<file path="config.mk">
export PLATFORM = sky130hd
export DESIGN_NAME = fact_sched
export DESIGN_NICKNAME = d
export VERILOG_FILES = /design/src/rtl/fact_sched.sv
export SDC_FILE = /design/constraint.sdc
export NUM_CORES = 1
export LEC_CHECK = 0
export ABC_CLOCK_PERIOD_IN_PS = 5450
export BUFFER_PORTS_ARGS = -buffer_cell sky130_fd_sc_hd__buf_4
export CAP_MARGIN = 20
export CORE_MARGIN = 2
export CORE_UTILIZATION = 40
export CTS_CLUSTER_SIZE = 8
export DETAILED_ROUTE_END_ITERATION = 7
export HOLD_SLACK_MARGIN = 0.12
export PLACE_DENSITY = 0.81
export SYNTH_ARGS = -nofsm -noshare
export SYNTH_HDL_FRONTEND = slang
export SYNTH_SLANG_ARGS = --single-unit
</file>
<file path="constraint.sdc">
create_clock -name clk -period 5.45 [get_ports clk]
set_input_delay 0.545 -clock clk [delete_from_list [all_inputs] [get_ports clk]]
set_output_delay 0.545 -clock clk [all_outputs]
set_load 0.005 [all_outputs]
</file>
<file path="src/rtl/fact_sched.sv">
// Round-robin scheduler sharing one factorial unit between two requesters.
// Optional watchdog in WAIT: define FACT_SCHED_TIMEOUT_EN.
module fact_sched #(
   parameter int N_W     = 4,
   parameter int RES_W   = 32,
   parameter int MAX_N   = 12,
   parameter int TIMEOUT = 255
) (
   input  logic             clk,
   input  logic             rst_n,
   input  logic             req0,
   input  logic             req1,
   input  logic [N_W-1:0]   n0,
   input  logic [N_W-1:0]   n1,
   output logic             ack0,
   output logic             ack1,
   output logic [RES_W-1:0] result,
   output logic             err,
   output logic             f_go,
   output logic [N_W-1:0]   f_n,
   input  logic             f_done,
   input  logic [RES_W-1:0] f_result
);

   typedef enum logic [1:0] {S_IDLE, S_LAUNCH, S_WAIT, S_RESP} state_t;

   state_t             state_q, state_d;
   logic               owner_q, owner_d;
   logic               last_q, last_d;
   logic [N_W-1:0]     f_n_q, f_n_d;
   logic [RES_W-1:0]   result_q, result_d;
   logic               err_q, err_d;
   logic               gnt;
   logic [N_W-1:0]     n_sel;

`ifdef FACT_SCHED_TIMEOUT_EN
   localparam int CNT_W = $clog2(TIMEOUT + 1);
   logic [CNT_W-1:0]   cnt_q, cnt_d;
`endif

   always_comb begin
      // NOTE: every variable gets a default first so no path leaves it unassigned (no latches).
      state_d  = state_q;
      owner_d  = owner_q;
      last_d   = last_q;
      f_n_d    = f_n_q;
      result_d = result_q;
      err_d    = err_q;
`ifdef FACT_SCHED_TIMEOUT_EN
      cnt_d    = cnt_q;
`endif
      // On a tie the requester not granted last wins.
      gnt   = (req0 && req1) ? ~last_q : req1;
      n_sel = gnt ? n1 : n0;

      case (state_q)
         S_IDLE: begin
            if (req0 || req1) begin
               owner_d = gnt;
               f_n_d   = n_sel;
               if (n_sel > N_W'(MAX_N)) begin
                  result_d = '0;
                  err_d    = 1'b1;
                  state_d  = S_RESP;
               end else begin
                  state_d  = S_LAUNCH;
               end
            end
         end
         S_LAUNCH: begin
            state_d = S_WAIT;
`ifdef FACT_SCHED_TIMEOUT_EN
            cnt_d   = '0;
`endif
         end
         S_WAIT: begin
`ifdef FACT_SCHED_TIMEOUT_EN
            cnt_d = cnt_q + 1'b1;
`endif
            if (f_done) begin
               result_d = f_result;
               err_d    = 1'b0;
               state_d  = S_RESP;
            end
`ifdef FACT_SCHED_TIMEOUT_EN
            else if (cnt_d == CNT_W'(TIMEOUT)) begin
               result_d = '0;
               err_d    = 1'b1;
               state_d  = S_RESP;
            end
`endif
         end
         S_RESP: begin
            last_d  = owner_q;
            state_d = S_IDLE;
         end
         default: state_d = S_IDLE;
      endcase
   end

   // NOTE: sequential state uses non-blocking assignments so all flops update together.
   always_ff @(posedge clk or negedge rst_n) begin
      if (!rst_n) begin
         state_q  <= S_IDLE;
         owner_q  <= 1'b0;
         last_q   <= 1'b1;
         f_n_q    <= '0;
         result_q <= '0;
         err_q    <= 1'b0;
`ifdef FACT_SCHED_TIMEOUT_EN
         cnt_q    <= '0;
`endif
      end else begin
         state_q  <= state_d;
         owner_q  <= owner_d;
         last_q   <= last_d;
         f_n_q    <= f_n_d;
         result_q <= result_d;
         err_q    <= err_d;
`ifdef FACT_SCHED_TIMEOUT_EN
         cnt_q    <= cnt_d;
`endif
      end
   end

   assign f_go   = (state_q == S_LAUNCH);
   assign ack0   = (state_q == S_RESP) && !owner_q;
   assign ack1   = (state_q == S_RESP) &&  owner_q;
   assign f_n    = f_n_q;
   assign result = result_q;
   assign err    = err_q;

endmodule

</file>
==> flow_summary.yaml <==
detailed_routing:
  routed_wl_mm: 4.02
  postRouteAntennaNets: 0
  drt_iter0_drc: 34
  num_vias: 1517
  firstDrtPassIters: 4
  drt-wirelength-per-cell_um: 11.9
  drc: 0
  routed_via_density: 4.49
pwr:
  power_density_nw_per_um2: 472
  leakage_nw: 1.40
  power_mw: 1.29
  worst_ir_drop_vdd_uv: 280
placement:
  place.gp.congestion: 0.762
  port_buffers: 84
  place_area_um2: 2640
  place_ws_ps: 2760
  placed_cells: 330
  hpwl_mm: 3.09
timing:
  slew_viol_final: 0
  period_share_pct: 48.9
  max_freq_mhz: 375
  worstMarginPinSlew_ps: 568
  setup_viol: 0
  finalHoldViolCount: 0
  clock_skew_ps: 9.42
  rsz0062_at_grt: "false"
  fin_setup_tns_ps: 0
  min_period_ps: 2670
  timing.final.ws_setup_ps: 2780
  maxSlewHeadroom_pct: 62.2
  timing.hold.ws_ps: 238
final_layout:
  fin_cells: 338
  design_area_um2: 2730
  diodes: 0
  fillers: 472
  drive_gt1_share_pct: 36.9
  final_common_cell: "buf_4"
  nets: 320
  utilization_pct: 57.4
  synthToLayoutAreaGrowth_pct: 37.5
  most-common-layout-cells: "buf_4 (86), dfrtp_1 (40), nand2_1 (37), mux2i_1 (36), inv_1 (35)"
cts:
  cts_sinks: 41
  hold_buffers: 0
  clkSlewWorstSetupHoldPaths_ps: 70
  cts_resized: 0
  cts.htree.levels: 2
  post_cts_buffers: 0
  cts.path.max_buffers: 2
  cts-root-buf: "clkbuf_8"
  clk_latency_ps: 280
  cts_tree: "yes"
  cts_inserted_buffers: 5
yosys:
  synth-edff-count: 0
  syn_avg_cell_area_um2: 10.8
  ys_async_sr_fraction_pct: 100
  netlist_instances: 184
  ys.flop_type: "dfrtp_1"
  ys_types: 25
  synth-seq-area-share_pct: 51.7
  ys_ff_latch: 41
  synthesis.nets: 234
  synth_area_um2: 1990
  ys_warn_count: 0
job:
  drv_cap: 0
worst_hold_path:
  hold_class: "in2async"
floorplanning:
  core_region_area_um2: 4750
  die_area_um2: 5550
  io_pins: 85
  fp-row-count: 25
  start_util_pct: 41.8
  die_x_um: 74.5
  die_h_um: 74.5
global_routing:
  track_usage_pct: 15.2
  grt_max_degree: 42
  grt_pass1_wl_mm: 6.59
  grt_pass1_vias: 1495
  antenna_found_initial: 0
  overflow: 0
critical_path:
  critPathLaunchType: "flip-flop"
  end_kind: "flip-flop"
  worstPathArrival_ps: 2860
  crit_type: "reg2reg"
  crit_fanout: 25
  worstPathRequired_ps: 5640
run_status:
  outcome: "completed"
==> synth_stat cells (2+ instances only) <==
| cell | count | share of area, % |
|---|---|---|
| o211ai_1 | 2 | 0.76 |
| clkbuf_1 | 4 | 0.76 |
| dfrtp_1 | 40 | 50 |
| ha_1 | 5 | 3.1 |
| o21ai_0 | 4 | 1.0 |
| inv_1 | 35 | 6.6 |
| mux2_2 | 2 | 1.1 |
| buf_12 | 3 | 3.0 |
| nor2_1 | 2 | 0.38 |
| mux2i_1 | 36 | 18 |
| nand2_1 | 37 | 7.0 |
==> layout make-up <==
| class | count | area (µm²) | area share, % |
|---|---|---|---|
| Clock buffer | 8 | 90.1 | 3.30 |
| Sequential cell | 41 | 1030 | 37.6 |
| Multi-Input combinational cell | 101 | 753 | 27.6 |
| Inverter | 35 | 131 | 4.81 |
| Timing Repair Buffer | 86 | 646 | 23.6 |
| Tap cell | 67 | 83.8 | 3.07 |
==> path summary, 6_finish.rpt <==
path / cells past startpoint / slack, ps / end / startpoint
worst max-delay path: 7 / 2780 / result[8] / state_q[0]
worst min-delay path: 1 / 240 / result[3] / rst_n
worst max register to register: 7 / 2780 / result[8] / state_q[0]
worst min register to register: 2 / 500 / f_n[1] / f_n[1]
max in group asynchronous: 1 / 4830 / last_q / rst_n
min in group clk: 2 / 500 / f_n[1] / f_n[1]
==> where the power goes <==
group	switching [mW]	total, mW	internal, mW
Sequential	0.0573	0.462	0.404
Combinational	0.307	0.632	0.325
Clock	0.0921	0.195	0.103
Total	0.456	1.29	0.833
==> routing by layer <==
layer	vias up	track usage, %	share of wire, %
met5	-	0	0
met4	0	3.57	0.20
met3	2	4.47	9.2
met2	57	25.9	48
met1	708	19.1	42
li1	750	-	-
==> logic make-up after synthesis <==
kind of cell / after synthesis / share of synthesized area (%)
simple gates: 43 / 8.75
flops: 41 / 51.7
fa+ha+maj: 5 / 3.15
buf+inv: 42 / 10.4
compound gates: 14 / 5.98
mux: 39 / 20.0
==> state kept, by name, indices dropped and copies added (netlist names) <==
name     flops
err          1
f_n          4
last_q       1
owner_q      1
result      32
state_q      2
==> worst max-delay path, cell delays in order (launching register included) <==
cell and delay, ps:
dfrtp_1 400, inv_1 130, ha_1 540, buf_4 340
o211ai_2 130, a21oi_4 310, buf_4 450, mux2i_1 250
Power figures use the tool's default switching activity.
